[src/rtl/fx_pkg.sv]
// Constants and types shared by the fixed-point sqrt/square units and their benches.
package fx_pkg;

    localparam int FX_WIDTH = 32;
    localparam int FX_FBITS = 16;

    typedef enum logic [1:0] {
        IDLE = 2'd0,
        CALC = 2'd1,
        DONE = 2'd2
    } fx_state_e;

endpackage

[src/rtl/fx_square.sv]
// Iterative square: sq = (root^2 + rem) >> FBITS, one shift-add per cycle; optional FX_SQUARE_SAT_EN saturates sq on ovf.
// Latency WIDTH+1 cycles from accepted start to the one-cycle valid pulse.
// No backpressure: start is only accepted in IDLE/DONE and ignored while busy.
module fx_square
    import fx_pkg::*;
#(
    parameter int WIDTH = FX_WIDTH,
    parameter int FBITS = FX_FBITS
) (
    input  logic             clk,
    input  logic             rst_n,
    input  logic             start,
    input  logic [WIDTH-1:0] root,
    input  logic [WIDTH-1:0] rem,
    output logic             busy,
    output logic             valid,
    output logic [WIDTH-1:0] sq,
    output logic             ovf
);

    localparam int AW = 2 * WIDTH + 1;
    localparam int CW = $clog2(WIDTH);

    fx_state_e        state_q, state_d;
    logic [AW-1:0]    mcand_q, mcand_d;
    logic [AW-1:0]    acc_q, acc_d;
    logic [WIDTH-1:0] mplier_q, mplier_d;
    logic [CW-1:0]    cnt_q, cnt_d;
    logic [WIDTH-1:0] sq_q, sq_d;
    logic             ovf_q, ovf_d;

    logic [AW-1:0]    acc_step;
    logic             ovf_step;
    logic             last_iter;

    assign acc_step  = acc_q + (mplier_q[0] ? mcand_q : '0);
    assign ovf_step  = |acc_step[AW-1:WIDTH+FBITS];
    assign last_iter = (cnt_q == CW'(WIDTH - 1));

    always_ff @(posedge clk) begin
        if (!rst_n) begin
            state_q <= IDLE;
        end else begin
            state_q <= state_d;
        end
    end

    always_comb begin
        state_d  = state_q;
        mcand_d  = mcand_q;
        acc_d    = acc_q;
        mplier_d = mplier_q;
        cnt_d    = cnt_q;
        sq_d     = sq_q;
        ovf_d    = ovf_q;
        case (state_q)
            IDLE, DONE: begin
                state_d = IDLE;
                if (start) begin
                    state_d  = CALC;
                    mcand_d  = AW'(root);
                    mplier_d = root;
                    acc_d    = AW'(rem);
                    cnt_d    = '0;
                end
            end
            CALC: begin
                acc_d    = acc_step;
                mcand_d  = mcand_q << 1;
                mplier_d = mplier_q >> 1;
                cnt_d    = cnt_q + CW'(1);
                // Results latch only here, so they hold through any later CALC.
                if (last_iter) begin
                    state_d = DONE;
                    ovf_d   = ovf_step;
`ifdef FX_SQUARE_SAT_EN
                    sq_d    = ovf_step ? '1 : acc_step[WIDTH+FBITS-1:FBITS];
`else
                    sq_d    = acc_step[WIDTH+FBITS-1:FBITS];
`endif
                end
            end
            default: state_d = IDLE;
        endcase
    end

    always_ff @(posedge clk) begin
        if (!rst_n) begin
            mcand_q  <= '0;
            acc_q    <= '0;
            mplier_q <= '0;
            cnt_q    <= '0;
            sq_q     <= '0;
            ovf_q    <= 1'b0;
        end else begin
            mcand_q  <= mcand_d;
            acc_q    <= acc_d;
            mplier_q <= mplier_d;
            cnt_q    <= cnt_d;
            sq_q     <= sq_d;
            ovf_q    <= ovf_d;
        end
    end

    assign busy  = (state_q == CALC);
    assign valid = (state_q == DONE);
    assign sq    = sq_q;
    assign ovf   = ovf_q;

endmodule
[config.mk]
export PLATFORM = sky130hd
export DESIGN_NAME = fx_square
export DESIGN_NICKNAME = d
export VERILOG_FILES = /design/src/rtl/fx_pkg.sv /design/src/rtl/fx_square.sv
export SDC_FILE = /design/constraint.sdc
export NUM_CORES = 1
export LEC_CHECK = 0
export ABC_AREA = 1
export CAP_MARGIN = 15
export CORE_MARGIN = 5
export CORE_UTILIZATION = 45
export DETAILED_ROUTE_END_ITERATION = 6
export HOLD_SLACK_MARGIN = 0.05
export SLEW_MARGIN = 20
export SYNTH_ARGS = -nofsm -noshare
export SYNTH_HDL_FRONTEND = slang
export SYNTH_SLANG_ARGS = --single-unit
export TNS_END_PERCENT = 5
[constraint.sdc]
create_clock -name clk -period 3.3 [get_ports clk]
set_input_delay 0.99 -clock clk [delete_from_list [all_inputs] [get_ports clk]]
set_output_delay 0.99 -clock clk [all_outputs]
set_load 0.02 [all_outputs]
Word-level counts from Yosys, hierarchy flattened. Index checks and enable logic that the tools add are counted. Widths: inputs -> output; s select.

Reductions and logical operators: 6. Multiplexer cells: 12. Eq/ne operators: 5. Add/subtract/negate cells: 2.

Operators with widths (number): $pmux 65 s2 (2); $mux 65 (3); $add 65x65->65 (1); $pmux 32 s2 (1); $mux 32 (1); $reduce_or 17->1 (1); $pmux 5 s2 (1); $add 5x1->5 const B (1); $eq 5x5->1 const B (1); $mux 5 (1); $pmux 2 s2 (1); $reduce_and 2->1 (2); $eq 2x1->1 const B (1); $eq 2x2->1 const B (1); $logic_not 2->1 (1); $mux 2 (1); $ne 2x1->1 const B (1); $ne 2x2->1 const B (1); $reduce_bool 2->1 (1); $reduce_or 2->1 (1); $mux 1 (1).

Bits in registers: 202.

Logic depth before layout (Yosys ltp).
Depth after elaboration: 4. Depth in mapped cells: 23. Mapped depth without buffers: 21.

Worst setup path before layout. Ideal clock, no wire load.

Path type: register -> register. Start: reg mplier_q[0]. End: reg acc_q[64]. Slack: 0.606 ns. Data required time: 3.233 ns. Setup time: 0.067 ns. Arrival: 2.626 ns. Cell stages (with the launch flop): 20. Clock period less this slack: 2.694 ns. Cells stage by stage: dfxtp_1 > clkbuf_1 > clkbuf_1 > nand2_1 > inv_1 > ha_1 > fa_1 > nand3_1 > nand3_1 > nand2_1 > nand2_1 > nand3_1 > nand3_1 > nand2_1 > nand2_1 > nand2_1 > nand2_1 > xnor2_1 > or2_1 > a21oi_2.

Cells in the longest elaborated chain, start to end: 3.

Ends and longest elaborated chain: start, declared (RTL line fx_square.sv:27) `logic [WIDTH-1:0] mplier_q, mplier_d;`; start signal, assigned (RTL line fx_square.sv:98) `mplier_q <= mplier_d;`; $mux 65 (RTL line fx_square.sv:36) `assign acc_step = acc_q + (mplier_q[0] ? mcand_q : '0);`; $add 65x65->65 (RTL line fx_square.sv:36); $pmux 65 s2 (RTL line fx_square.sv:56) `case (state_q)`; end signal, assigned (RTL line fx_square.sv:90) `acc_q <= '0;`; end signal, assigned (RTL line fx_square.sv:97) `acc_q <= acc_d;`; end, declared (RTL line fx_square.sv:26) `logic [AW-1:0] acc_q, acc_d;`.

No other way between the ends. A chain may end at the register's enable or synchronous reset.

Final worst setup path.
Start: reg mplier_q[0]. End: reg ovf_q, in the netlist ovf.

Cells in the longest elaborated chain, start to end: 3.

Ends and longest elaborated chain: $mux 65 (RTL line fx_square.sv:36); $add 65x65->65 (RTL line fx_square.sv:36); $reduce_or 17->1 (RTL line fx_square.sv:37) `assign ovf_step = |acc_step[AW-1:WIDTH+FBITS];`; end signal, assigned (RTL line fx_square.sv:101) `ovf_q <= ovf_d;`; end, declared (RTL line fx_square.sv:30) `logic ovf_q, ovf_d;`.

No other way between the ends.

==> results.tsv <==
metric	value	unit
TritonCTS clock tree	built	
# clock sinks	202	
RSZ-0062 raised after global routing	false	
Synth top area share	29.9	%
Die Wd	183	um
Seq/Total Area, Yosys	29.9	%
Nets	2500	
gp weighted congestion	1.01	
number of synthesized flops with an enable pin	0	
CTS Hold Bufs	0	
Post-DRT Antenna Nets	0	
Hold Vio Cnt, Final	0	
Logic pwr share	11.4	%
Area Growth Syn to Fin	18.3	%
sw power	1.64	mW
synth warn	0	
Worst IR Drop VDD	0.340	mV
# setup viols final	0	
Max Clk Rate	0.318	GHz
min Tclk post-route	3.14	ns
Top FF cell, synth	dfxtp_1	
distinct cell type count after synthesis	39	
clock skew	0.00967	ns
GR Overflow Total	0	
layout cells sized above 1	4.62	%
top cells by count, synth	940 x nand2_1, 380 x inv_1, 202 x dfxtp_1	
antenna violations before repair	0	
WP data required	3.74	ns
power density cells	393	nW/um2
Setup WS post-layout	0.159	ns
Crit path arrival time	3.58	ns
fin crit share	95.2	%
site row count	63	
most common cell in the netlist	nand2_1	
DP Wirelength	36900	um
first-pass GRT wire length	73500	um
Die ar.	33600	um2
status	completed	
worst min-delay path class	register to register	
vias	14201	
syn avg cell area	5.93	um2
routed wire length	46900	um
crit-path max FO	11	
Worst-Skew Late Latency	0.54	ns
Worst slew margin	52.7	%
DR vias/cell	5.12	
Sw Share	26.2	%
Worst-Margin Slew	0.709	ns
Placed Instance Area	15100	um2
Cells after Synth	2277	
core region area	29600	um2
GRT Util Overall	27.3	%
clock network power share	46.8	%
DRT Pass-1 Iters	5	
port bufs	101	
vias in the first global route	13343	
Setup crit start kind	register	
Remaining DRCs	0	
Die Y	183	um
CP Capture Type	register	
Leakage	8.18	nW
Syn Nets	2411	
Area contributors post-synth	dfxtp_1 30%, nand2_1 26%, inv_1 11%	
routed length per instance	16.9	um
Initial Util	45.6	%
Top Ports	102	
Root Buffer	clkbuf_16	
post-synth top area cell	dfxtp_1	
synthesized flop and latch total	202	
diode count	0	
Setup WS pre-CTS	-0.0805	ns
asr flop ratio synth	0	%
CP Class	register to register	
Slew Viols, Final	0	
total power	6.28	mW
final setup TNS	0	ns
Final Instance Area	16000	um2
H-Tree Level Count	1	
Clock Pin Slew Worst Setup and Hold Paths	0.06	ns
Post-Syn Area	13500	um2
pin count of the biggest net entering global routing	66	
P_int	4.63	mW
Seq pwr share	41.8	%
DRT iter0 DRCs	1195	
total of max-cap violations	0	
CTS max path bufs	3	
Num CTS Buffers	23	
final core utilization	53.9	%
## layer usage
metal	wire length [um]	track usage, %	vias up	part of all wire [%]
met4	1050	6.02	0	2.2
met3	3340	3.61	60	7.1
met5	0	0	-	0
met2	19000	40.1	460	40
met1	23500	42.5	6450	50
li1	-	-	7231	-
## sequential cells by signal, indices dropped and copies added, names as in the netlist
name,cells
acc_q,65
mcand_q,65
mplier_q,32
sq,32
cnt_q,5
state_q,2
ovf,1
## power groups by stage
stage,combinational [mW],clock (mW),sequential [mW]
after floorplan,0.448,0,2.64
after global placement,0.700,0,2.68
after detailed placement,0.707,0,2.68
after CTS,0.711,3.00,2.63
after global routing,0.795,3.09,2.64
final,0.716,2.94,2.63
## cells by family after synthesis
group	share of synthesized area (%)
XOR/XNOR	3.05
AO/OA/AOI/OAI	13.6
AND/OR/NAND/NOR	34.3
buffers and inverters	12.9
flip-flops	29.9
adder cells (fa/ha/maj)	6.26
## critical path, cell delays in order, from the launching register on
cell,delay (ns)
dfxtp_4,0.41
buf_4,0.20
nand2_1,0.08
inv_1,0.05
ha_1,0.34
nand2_1,0.14
nor2_1,0.26
nand2_1,0.12
inv_1,0.11
nand4_1,0.14
nand3_1,0.23
nand2_1,0.17
nand4_1,0.12
nand2_1,0.08
nor2_1,0.13
nand2_1,0.11
nor2_2,0.16
nand4_1,0.10
nand2_1,0.07
inv_1,0.03
## placed cells by master, fill, tap and decap left out, drive strengths merged, types with 38 or more instances in the layout
cell / Yosys / routed
ha: 66 / 66
nor2: 152 / 152
dfxtp: 202 / 202
nand3: 50 / 50
buf: 12 / 38
inv: 388 / 389
a21oi: 142 / 142
o21ai: 51 / 51
a31oi: 78 / 78
clkdlybuf4s50: 0 / 100
nand2: 942 / 942
## per-stage QoR
step / hold WS (ns) / cells
3_5_place_dp: 0.456 / 2730
3_3_place_gp: 0.452 / 2730
6_report: 0.461 / 2773
2_1_floorplan: 0.437 / 2277
4_1_cts: 0.465 / 2772
5_1_grt: 0.488 / 2773
## layout make-up
| class | count | area (um2) |
|---|---|---|
| Multi-Input combinational cell | 1613 | 7760 |
| Sequential cell | 202 | 4050 |
| Inverter | 388 | 1460 |
| Tap cell | 390 | 488 |
| Timing Repair Buffer | 138 | 1350 |
| Clock inverter | 14 | 246 |
| Fill cell | 3164 | 13700 |
| Clock buffer | 28 | 624 |
## timing repair
item | in CTS | in global routing
setup buffers | 0 | 1
cloned | 0 | 0
gates resized for setup | 1 | 9
setup endpoints to repair | 1 | 2
## final timing paths
check,slack (ns),cells past startpoint,from,end
setup reg to reg,0.16,19,mplier_q[0],ovf
hold / removal,0.46,2,sq[26],sq[26]
hold reg to reg,0.46,2,sq[26],sq[26]
setup / recovery,0.16,19,mplier_q[0],ovf
Power figures use the tool's default switching activity.
